===== src/rtl/bsg_wormhole_loopback_responder.sv =====
// Wormhole loopback responder: reassembles an R-flit packet, then returns it with cid fields swapped.
// Optional header checking is enabled by defining BSG_WORMHOLE_LOOPBACK_RESPONDER_CHECK_EN.
module bsg_wormhole_loopback_responder #(
    parameter int flit_width_p    = 32,
    parameter int cord_width_p    = 5,
    parameter int len_width_p     = 3,
    parameter int cid_width_p     = 2,
    parameter int num_channels_p  = 2,
    parameter int channel_width_p = 32
) (
    input  logic                      clk_i,
    input  logic                      reset_i,
    input  logic [cord_width_p-1:0]   my_cord_i,
    input  logic [cord_width_p-1:0]   dest_cord_i,
    input  logic [cid_width_p-1:0]    my_cid_i,
    input  logic [flit_width_p+1:0]   link_i,
    output logic [flit_width_p+1:0]   link_o,
    output logic [31:0]               received_o,
    output logic                      error_o
);

    localparam int W        = num_channels_p * channel_width_p;
    localparam int P        = W + 2 * cid_width_p + len_width_p + cord_width_p;
    localparam int R        = (P + flit_width_p - 1) / flit_width_p;
    localparam int BUF_W    = R * flit_width_p;
    localparam int CNT_W    = (R > 1) ? $clog2(R) : 1;
    localparam int OFS_LEN  = cord_width_p;
    localparam int OFS_CID  = OFS_LEN + len_width_p;
    localparam int OFS_SRC  = OFS_CID + cid_width_p;
    localparam int OFS_LOAD = OFS_SRC + cid_width_p;
    localparam logic [CNT_W-1:0] LAST = CNT_W'(R - 1);

    typedef enum logic {S_RECV, S_SEND} state_e;

    state_e                  r_state, w_state_next;
    logic [CNT_W-1:0]        r_cnt, w_cnt_next;
    logic [BUF_W-1:0]        r_buf;
    logic [BUF_W-1:0]        w_resp;
    logic [31:0]             r_received;
    logic                    w_in_v, w_in_rdy;
    logic [flit_width_p-1:0] w_in_data, w_out_data;
    logic                    w_accept, w_rx_done, w_v_out, w_rdy_out;
    logic                    w_unused;

    assign w_in_v    = link_i[flit_width_p+1];
    assign w_in_data = link_i[flit_width_p:1];
    assign w_in_rdy  = link_i[0];

    // Response header is built live from the cord/cid inputs while sending.
    always_comb begin
        w_resp                             = '0;
        w_resp[0 +: cord_width_p]          = dest_cord_i;
        w_resp[OFS_LEN +: len_width_p]     = len_width_p'(R - 1);
        w_resp[OFS_CID +: cid_width_p]     = r_buf[OFS_SRC +: cid_width_p];
        w_resp[OFS_SRC +: cid_width_p]     = my_cid_i;
        w_resp[OFS_LOAD +: W]              = r_buf[OFS_LOAD +: W];
    end

    // NOTE: every signal driven here gets a default first so no latch can be inferred.
    always_comb begin
        w_state_next = r_state;
        w_cnt_next   = r_cnt;
        w_accept     = 1'b0;
        w_rx_done    = 1'b0;
        w_v_out      = 1'b0;
        w_rdy_out    = 1'b0;
        w_out_data   = '0;
        case (r_state)
            S_RECV: begin
                w_rdy_out = 1'b1;
                w_accept  = w_in_v;
                if (w_accept) begin
                    if (r_cnt == LAST) begin
                        w_rx_done    = 1'b1;
                        w_cnt_next   = '0;
                        w_state_next = S_SEND;
                    end else begin
                        w_cnt_next = r_cnt + 1'b1;
                    end
                end
            end
            S_SEND: begin
                w_v_out    = 1'b1;
                w_out_data = w_resp[r_cnt*flit_width_p +: flit_width_p];
                if (w_in_rdy) begin
                    if (r_cnt == LAST) begin
                        w_cnt_next   = '0;
                        w_state_next = S_RECV;
                    end else begin
                        w_cnt_next = r_cnt + 1'b1;
                    end
                end
            end
            default: w_state_next = S_RECV;
        endcase
    end

    // NOTE: sequential state uses non-blocking assignments only.
    always_ff @(posedge clk_i) begin
        if (reset_i) begin
            r_state    <= S_RECV;
            r_cnt      <= '0;
            r_received <= '0;
        end else begin
            r_state <= w_state_next;
            r_cnt   <= w_cnt_next;
            if (w_rx_done)
                r_received <= r_received + 32'd1;
        end
    end

    // NOTE: the packet buffer is deliberately not reset; it is only read after a full fill.
    always_ff @(posedge clk_i) begin
        if (w_accept)
            r_buf[r_cnt*flit_width_p +: flit_width_p] <= w_in_data;
    end

    assign link_o     = {w_v_out, w_out_data, w_rdy_out};
    assign received_o = r_received;
    // Header fields and padding of the rx buffer are intentionally not all consumed.
    assign w_unused   = ^{my_cord_i, r_buf};

`ifdef BSG_WORMHOLE_LOOPBACK_RESPONDER_CHECK_EN
    logic [BUF_W-1:0] w_rx_pkt;
    logic             w_hdr_bad;
    logic             r_error;

    // Header check must see the flit being accepted this cycle.
    always_comb begin
        w_rx_pkt = r_buf;
        w_rx_pkt[r_cnt*flit_width_p +: flit_width_p] = w_in_data;
        w_hdr_bad = (w_rx_pkt[0 +: cord_width_p] != my_cord_i)
                 || (w_rx_pkt[OFS_CID +: cid_width_p] != my_cid_i)
                 || (w_rx_pkt[OFS_LEN +: len_width_p] != len_width_p'(R - 1));
    end

    always_ff @(posedge clk_i) begin
        if (reset_i)
            r_error <= 1'b0;
        else if (w_rx_done && w_hdr_bad)
            r_error <= 1'b1;
    end

`ifndef SYNTHESIS
    always_ff @(posedge clk_i) begin
        if (!reset_i && w_rx_done && w_hdr_bad)
            $error("bsg_wormhole_loopback_responder: header mismatch in received packet");
    end
`endif

    assign error_o = r_error;
`else
    assign error_o = 1'b0;
`endif

endmodule

===== config.mk =====
export PLATFORM = sky130hd
export DESIGN_NAME = bsg_wormhole_loopback_responder
export DESIGN_NICKNAME = d
export VERILOG_FILES = /design/src/rtl/bsg_wormhole_loopback_responder.sv
export SDC_FILE = /design/constraint.sdc
export NUM_CORES = 1
export LEC_CHECK = 0
export BUFFER_PORTS_ARGS = -buffer_cell sky130_fd_sc_hd__buf_4
export CAP_MARGIN = 40
export CORE_AREA = 2 2 103 105
export CTS_CLUSTER_DIAMETER = 150
export DETAILED_ROUTE_END_ITERATION = 8
export DIE_AREA = 0 0 105 107
export PLACE_DENSITY = 0.86
export SLEW_MARGIN = 20
export SYNTH_ARGS = -nofsm -noshare
export SYNTH_HDL_FRONTEND = slang
export SYNTH_SLANG_ARGS = --single-unit
export TNS_END_PERCENT = 1

===== constraint.sdc =====
create_clock -name clk_i -period 2.3 [get_ports clk_i]
set_input_delay 0.46 -clock clk_i [delete_from_list [all_inputs] [get_ports clk_i]]
set_output_delay 0.46 -clock clk_i [all_outputs]
set_load 0.005 [all_outputs]

==> results.md <==
* WL per Instance at 15.2 um
* First-pass GRT wire length at 17000 um
* Clk buf depth at 2
* Clk sinks at 101
* Power, Total at 3.61 mW
* HPWL Detailed at 7290 um
* Setup CP Type: register to primary output
* Post-synthesis sequential area ratio at 56.0%
* Vias/cell at 5.41
* Fin Setup TNS at 0 ps
* Die W at 105 um
* Initial antenna violation count at 0
* Synth Flop Type: edfxtp_1
* Largest area contributor in the netlist: edfxtp_1
* Post-synthesis cell type count at 34
* Leak at 2.29 nW
* Core Region at 10100 um^2
* F_max at 0.457 GHz
* Reg2reg path depth at 6
* # Post-CTS Setup Buffers at 0
* Initial DRC Count at 201
* Die height at 107 um
* PD cells at 598 nW/um^2
* GRT met3 Usage at 4.32%
* Critical path startpoint category: register
* Total Routing Usage GR at 19.1%
* Top-Level Pins at 115
* Crit Path Max Fanout at 9
* Largest net degree at the start of global routing at 37
* Final min period at 2190 ps
* Share of power burned in registers at 57.2%
* FF+latch count, synth at 101
* Final antenna-violating net count at 0
* Synth top area share at 41.4%
* Total routed wirelength at 10600 um
* FF-to-FF Start: received_o[1]$_SDFFE_PP0P_
* Yosys warnings at 0
* R2R Setup Slk at 130 ps
* Placer Congestion at 0.827
* GR Overflow Total at 0
* First-pass DRT Iterations at 4
* Via count at 3765
* ANT cells at 0
* Final Hold Viols at 0
* CTS tree: built
* CTS Buf Count at 9
* Final #Nets at 609
* Synth async-reset ratio at 0%
* Worst-skew pair later-pin latency at 360 ps
* Initial Util at 47.5%
* Clock power share at 30.7%
* Max Cap Viol at 0
* Internal at 2.66 mW
* Syn Inst Count at 447
* Grt peak-use layer: met2
* Combinational Power Share at 12.1%
* Status: completed
* CTS Root Cell: clkbuf_8
* Slew Limit Fails at 0
* Sw Share at 26.1%
* Vias in the first global route at 3557
* Origin of the worst setup path: r_cnt[1]$_SDFFE_PP0P_
* Switch Pwr at 0.942 mW
* Worst-path clk slew at 110 ps
* Worst setup EP type: primary output
* M2 GR Usage at 32.3%
* Worst Hold Depth at 2
* IO buf count at 108
* R2r endpoint: received_o[26]$_SDFFE_PP0P_
* Final Cycle Share at 95.1%
* RSZ-0062 raised after global routing: no
* CTS H-tree depth at 3
* Share of post-route cells with drive strength above 1 at 27.0%
* DRC viols at 0
* Die Footprint at 11200 um^2
* Syn Nets at 501
* Slew of the pin with the lowest slew margin at 590 ps
* Hold Path End: r_buf[24]$_DFFE_PP_
* Worst vdd ir at 392 uV
* CP arrival at 1730 ps
* Required @ worst endpoint at 1840 ps
* Final setup fails at 0
* Synthesized area at 4790 um^2
* Slew margin rel. at 60.6%
* Mapped Avg Cell Area at 10.7 um^2
* Hold_sp: link_i[25]
* M1 GR Usage at 24.6%
* Top cells by area, synth: edfxtp_1, dfxtp_1, and2_1, mux2i_1, nor2_1
* Area added between synthesis and finish at 25.8%
* Clock Skew at 11.2 ps
* HP Class: input port to register
* Post-synth EDFFs at 66
* Row Count at 37
layout make-up:
class | instances | area, um^2
tap | 136 | 170
clock buffer | 9 | 124
multi-input combinational | 307 | 1970
fill | 835 | 4060
timing repair buffer | 127 | 983
clock inverter | 7 | 68.8
inverter | 9 | 33.8
sequential | 101 | 2690
cell usage after synthesis, types with 9 or more instances:
cell	instances
mux2i_1	31
o31ai_1	16
nor2_1	52
dfxtp_1	35
nand2_1	15
and2_1	68
a21oi_1	36
inv_1	9
clkbuf_1	25
edfxtp_1	66
nand3_1	13
or4_1	18
cell usage in the layout, fill, tap and decap left out, types with 15 or more instances in the layout:
cell / count
and2_1: 68
mux2i_1: 31
or4_1: 17
a21oi_1: 36
nand2_1: 15
dfxtp_1: 33
buf_4: 123
edfxtp_1: 66
o31ai_1: 16
nor2_1: 52
how the worst max path moves through the flow:
stage | to | cells after the start
4_1_cts | received_o[26]$_SDFFE_PP0P_ | 6
6_report | link_o[10] | 7
3_3_place_gp | r_buf[74]$_DFFE_PP_ | 5
2_1_floorplan | received_o[19]$_SDFFE_PP0P_ | 8
3_5_place_dp | received_o[26]$_SDFFE_PP0P_ | 6
5_1_grt | link_o[9] | 7
stage by stage:
stage	setup slack, ps	area, um^2	hold slack, ps	util [%]	std cells
after detailed placement	72.2	5810	482	57.6	680
after CTS	39.8	6010	353	59.6	696
final	113	6030	362	59.8	696
after global routing	23.1	6030	347	59.8	696
after floorplan	20.7	4810	468	-	447
after global placement	115	5810	462	57.6	679
state kept, by name (all words and copies together), names as in the netlist:
name and flops:
r_state 1, r_cnt 2, received_o 32, r_buf 66
worst max-delay path: stages (launching register included):
cell and delay (ps):
dfxtp_2 380, inv_1 60, buf_4 150, nor2_1 180, buf_4 200, a21oi_1 80
nor2_1 150, buf_4 140
power by group through the flow:
stage / sequential [mW] / combinational, mW / clock (mW)
4_1_cts: 2.06 / 0.437 / 1.13
3_3_place_gp: 2.09 / 0.415 / 0
6_report: 2.06 / 0.436 / 1.11
3_5_place_dp: 2.10 / 0.433 / 0
5_1_grt: 2.07 / 0.479 / 1.21
2_1_floorplan: 2.09 / 0.263 / 0
metal layers:
| layer | vias to the layer above | wire, um |
|---|---|---|
| met5 | - | 0 |
| met2 | 121 | 5400 |
| li1 | 1817 | - |
| met1 | 1814 | 4390 |
| met4 | 0 | 123 |
| met3 | 13 | 648 |
kinds of logic after synthesis:
| family | count (synthesis) | synth area share, % |
|---|---|---|
| buffers and inverters | 39 | 3.47 |
| xor gates and xnor gates | 8 | 1.46 |
| other | 1 | 0.0783 |
| adders and majority gates | 6 | 1.57 |
| AOI/OAI and AO/OA | 62 | 7.42 |
| DFF | 101 | 56.0 |
| and+or+nand+nor | 199 | 23.6 |
| muxes | 31 | 6.48 |
what timing repair did:
action | CTS | global route
hold buffers | 0 | 0
setup endpoints to repair | 9 | 22
resized for setup | 2 | 5
pin swaps | 0 | 2
gates cloned | 0 | 0
Power figures use the tool's default switching activity.
